## src/rtl/gray_pkg.sv

```systemverilog
// Shared Gray-code helpers and defaults for the binary_to_gray encoder.
// Functions work on a wide word; callers zero-extend and truncate to their width.
package gray_pkg;

  localparam int GRAY_DEFAULT_WIDTH = 4;
  localparam int GRAY_MAX_WIDTH     = 64;

  typedef logic [GRAY_MAX_WIDTH-1:0] gray_word_t;

  function automatic gray_word_t bin2gray(gray_word_t bin);
    return bin ^ (bin >> 1);
  endfunction

  // Prefix XOR from the MSB down; zero-extended upper bits decode to zero.
  function automatic gray_word_t gray2bin(gray_word_t gray);
    gray_word_t bin;
    bin[GRAY_MAX_WIDTH-1] = gray[GRAY_MAX_WIDTH-1];
    for (int i = GRAY_MAX_WIDTH-2; i >= 0; i--)
      bin[i] = bin[i+1] ^ gray[i];
    return bin;
  endfunction

  function automatic logic popcount_is_one(gray_word_t x);
    return (x != '0) && ((x & (x - gray_word_t'(1))) == '0);
  endfunction

endpackage

```

## src/rtl/gray_to_binary.sv

```systemverilog
// Combinational Gray-to-binary decoder, used by the optional round-trip self-check.
module gray_to_binary
  import gray_pkg::*;
#(
  parameter int WIDTH = GRAY_DEFAULT_WIDTH
) (
  input  logic [WIDTH-1:0] gray_i,
  output logic [WIDTH-1:0] bin_o
);

  gray_word_t dec;

  always_comb begin
    dec   = gray2bin(gray_word_t'(gray_i));
    bin_o = dec[WIDTH-1:0];
  end

endmodule

```

## src/rtl/binary_to_gray.sv

```systemverilog
// Registered binary-to-Gray encoder with a unit-step flag on consecutive codes.
// Define BIN2GRAY_ROUNDTRIP_CHECK_EN to add a decoder-based roundtrip_err self-check.
module binary_to_gray
  import gray_pkg::*;
#(
  parameter int WIDTH = GRAY_DEFAULT_WIDTH
) (
  input  logic             clk,
  input  logic             rst_n,
  input  logic             en,
  input  logic [WIDTH-1:0] binary_in,
  output logic [WIDTH-1:0] gray_out,
  output logic             valid_out,
  output logic             unit_step
`ifdef BIN2GRAY_ROUNDTRIP_CHECK_EN
  ,
  output logic             roundtrip_err
`endif
);

  logic [WIDTH-1:0] gray_q, gray_d;
  logic             valid_q;
  logic             step_q, step_d;
  gray_word_t       enc;

  // gray_q doubles as the previous code that the next capture is compared against.
  always_comb begin
    enc    = bin2gray(gray_word_t'(binary_in));
    gray_d = enc[WIDTH-1:0];
    step_d = valid_q && popcount_is_one(gray_word_t'(gray_d ^ gray_q));
  end

  always_ff @(posedge clk or negedge rst_n) begin
    if (!rst_n) begin
      gray_q  <= '0;
      valid_q <= 1'b0;
      step_q  <= 1'b0;
    end else if (en) begin
      gray_q  <= gray_d;
      valid_q <= 1'b1;
      step_q  <= step_d;
    end
  end

  assign gray_out  = gray_q;
  assign valid_out = valid_q;
  assign unit_step = step_q;

`ifdef BIN2GRAY_ROUNDTRIP_CHECK_EN
  logic [WIDTH-1:0] bin_q;
  logic [WIDTH-1:0] dec_bin;

  always_ff @(posedge clk or negedge rst_n) begin
    if (!rst_n)  bin_q <= '0;
    else if (en) bin_q <= binary_in;
  end

  gray_to_binary #(.WIDTH(WIDTH)) u_dec (
    .gray_i (gray_q),
    .bin_o  (dec_bin)
  );

  assign roundtrip_err = valid_q && (dec_bin != bin_q);
`endif

endmodule

```

## config.mk

```make
export PLATFORM = sky130hd
export DESIGN_NAME = binary_to_gray
export DESIGN_NICKNAME = d
export VERILOG_FILES = /design/src/rtl/gray_pkg.sv /design/src/rtl/gray_to_binary.sv /design/src/rtl/binary_to_gray.sv
export SDC_FILE = /design/constraint.sdc
export NUM_CORES = 1
export LEC_CHECK = 0
export CAP_MARGIN = 40
export CORE_AREA = 2 2 39 41
export CTS_CLUSTER_DIAMETER = 30
export CTS_CLUSTER_SIZE = 20
export DETAILED_ROUTE_END_ITERATION = 6
export DIE_AREA = 0 0 41 43
export PLACE_DENSITY_LB_ADDON = 0.15
export SYNTH_ARGS = -nofsm -noshare
export SYNTH_HDL_FRONTEND = slang
export SYNTH_SLANG_ARGS = --single-unit
```

## constraint.sdc

```tcl
create_clock -name clk -period 3.9 [get_ports clk]
set_input_delay 0.39 -clock clk [delete_from_list [all_inputs] [get_ports clk]]
set_output_delay 0.39 -clock clk [all_outputs]
set_load 0.02 [all_outputs]
```

==> metrics <==
CTS tree=yes; clk_skew=between 0.003 and 0.004 ns; status=complete, no violations; 1st-iter DRT viols=1; Max clock buf depth=2; final cell area excluding filler cells=about 530 sq um; buffer and inverter count on the worst path=1; Worst EP required=approximately 3.5 ns; vias in the first global route=between 200 and 300; Tot Pwr=207 uW; grt ovf=0; post-synthesis register bit count=6; root buffer cell=clkbuf_4; layout net count=61; Cells after Synth=39; Reg clk slew, reported paths=approximately 0.050 ns; # IOs=13; setup TNS=0 ns; Max stage delay on crit path=between 0.6 and 0.7 ns; routed vias=between 300 and 400; Filler cells=between 100 and 150; CP max FO=3; Int Pwr=142 uW; CP endpoint kind=output pin; global placement routability congestion=0.666; Least-Margin Pin Slew=about 0.38 ns; Vias/cell=4.62; leak pwr=~0.20 nW; CP arrival=roughly 1.3 ns; critical path type=reg -> out; Total GRT Usage=approximately a tenth; Buffers on Ports=12; Yosys cell types=22; max-capacitance violation count=0; initial core utilization=27.6%; syn_nets=46; Die H=about 43 um; post-CTS sizing=0; area of the core=1380 sq um; Final Hold Fails=0; Clock Power Share=between 20 and 30%; die width=roughly 41 um; first-pass GRT wire length=between 1 and 1.5 mm; H-tree Lvls=1; Logic pwr share=between 30 and 40%; Peak Freq=598 MHz; Yosys warning count=0; detailed placement HPWL=~570 um; worst-case vdd ir drop=0.000141 V; HP Class=in -> async; kind of cell adding the most delay to the critical path=buffers and inverters; PD cells=approximately 400 nW/um^2; Cell Chain, Critical Path=clkdlybuf4s50_1; startpoint types=flop; Net Switching=approximately 66 uW; RSZ-0062 raised after global routing=no; # hold bufs at CTS=0; DRC viols=0; die area=1760 sq um; Area after DPL=507 sq um; worst rel slew slack=74.5%; CP max-delay cell=clkdlybuf4s50_1; sequential area share after synthesis=between 30% and 40%; area grow syn2layout=38.7%; ant diodes=0; total setup buffers inserted after CTS=0; largest net degree at the start of global routing=11; part of the cycle the worst path needs=a little over two fifths; WL per Instance=about 11 um; Max Slew Vio Count=0; Tmin final=between 1.5 and 2 ns; Syn Area/Cell=between 9 and 10 sq um; CTS buffer count=3; Final Util=a little under two fifths; clock latency on the worst-skew pair=between 0.2 and 0.3 ns; Post-Syn Area=382 sq um; ANT nets after route=0; Net Sw Frac=31.7%; drt total wl=755 um; initial antenna violation count=0; Flop pwr share=36.9%; drt first pass iters=2; clk sinks=6; Setup violations, final=0; share of cells above drive strength 1=between 10% and 20%; Cell Rows=14
[synth_stat cells]
| cell | count | area share [%] |
|---|---|---|
| or2_2 | 1 | 1.6 |
| nor2_2 | 1 | 1.6 |
| a21oi_1 | 3 | 3.9 |
| o21ai_0 | 1 | 1.3 |
| o32ai_2 | 1 | 4.3 |
| buf_6 | 1 | 3.0 |
| dfrtp_1 | 6 | 39 |
| xnor2_1 | 4 | 9.2 |
| nand3b_1 | 1 | 2.0 |
| xor2_1 | 1 | 2.3 |
| nand4_1 | 1 | 1.6 |
| nor3_1 | 1 | 1.3 |
| or3b_1 | 1 | 2.3 |
| a21oi_2 | 1 | 2.3 |
| mux2_2 | 1 | 3.0 |
| and3_1 | 1 | 1.6 |
| xnor2_2 | 1 | 4.3 |
| xor2_2 | 1 | 4.3 |
| clkbuf_1 | 1 | 0.98 |
| nand2_1 | 3 | 3.0 |
| nor2_1 | 6 | 5.9 |
| inv_1 | 1 | 0.98 |
[cell usage in the layout, fill, tap and decap left out]
cell and count:
clkdlybuf4s50_1 12, nor2_1 6, dfrtp_1 6, xnor2_1 4, a21oi_1 3, nand2_1 3
clkbuf_4 3, or2_2 1, mux2_2 1, xnor2_2 1, or3b_1 1, nand3b_1 1
nand4_1 1, xor2_1 1, xor2_2 1, o21ai_0 1, a21oi_2 1, and3_1 1
nor3_1 1, nor2_2 1, inv_1 1, o32ai_2 1
[worst paths after layout]
kind | from | end | slack [ns] | cells after the start
min reg2reg | valid_out$_DFFE_PN0P_ | valid_out$_DFFE_PN0P_ | 0.49 | 1
min in group clk | valid_out$_DFFE_PN0P_ | valid_out$_DFFE_PN0P_ | 0.49 | 1
min | rst_n | unit_step$_DFFE_PN0P_ | 0.40 | 1
max in group asynchronous | rst_n | gray_out[2]$_DFFE_PN0P_ | 3.27 | 1
max reg2reg | gray_out[2]$_DFFE_PN0P_ | unit_step$_DFFE_PN0P_ | 2.59 | 4
max | gray_out[1]$_DFFE_PN0P_ | gray_out[1] | 2.23 | 1
[power groups by stage]
stage	clock network [mW]	registers (mW)	logic, mW
CTS	0.0645	0.0768	0.0730
floorplan	0	0.0866	0.0362
detailed placement	0	0.0778	0.0727
global placement	0	0.0774	0.0714
global route	0.0682	0.0778	0.0785
finish	0.0590	0.0765	0.0718
[routing by layer]
| layer | track usage, % | part of all wire, % | vias up |
|---|---|---|---|
| met2 | 14.7 | 51 | 7 |
| met5 | 0 | 0 | - |
| met3 | 4.71 | 4.5 | 0 |
| met4 | 8.00 | 0 | 0 |
| met1 | 11.8 | 44 | 152 |
| li1 | - | - | 155 |
[metrics by stage]
stage | hold WS (ns) | cells | setup slack (ns)
2_1_floorplan | 0.0944 | 39 | 2.55
3_3_place_gp | 0.483 | 65 | 2.02
3_5_place_dp | 0.501 | 65 | 1.99
4_1_cts | 0.396 | 68 | 2.21
5_1_grt | 0.395 | 68 | 2.18
6_report | 0.397 | 68 | 2.23
[logic make-up (layout without fill, tap and decap cells)]
kind of cell / count (synthesis) / after routing / share of synthesized area [%]
AO/OA/AOI/OAI: 6 / 6 / 11.8
XOR/XNOR: 7 / 7 / 20.0
buffers and inverters: 3 / 16 / 4.92
flip-flops: 6 / 6 / 39.3
multiplexers: 1 / 1 / 2.95
AND/OR/NAND/NOR: 16 / 16 / 21.0
[sequential cells by signal, indices dropped and copies added, names as in the netlist]
register and flops:
unit_step 1, gray_out 4, valid_out 1
[area by class of cell]
type / instances / area, sq um / share of cell area (%)
clock buffers: 3 / 22.5 / 4.26
inverters: 1 / 3.75 / 0.709
multi-input cells: 30 / 213 / 40.2
flip-flops and latches: 6 / 150 / 28.4
well taps: 16 / 20.0 / 3.78
repair buffers: 12 / 120 / 22.7
Note: power is estimated with default switching activity, not from simulation.
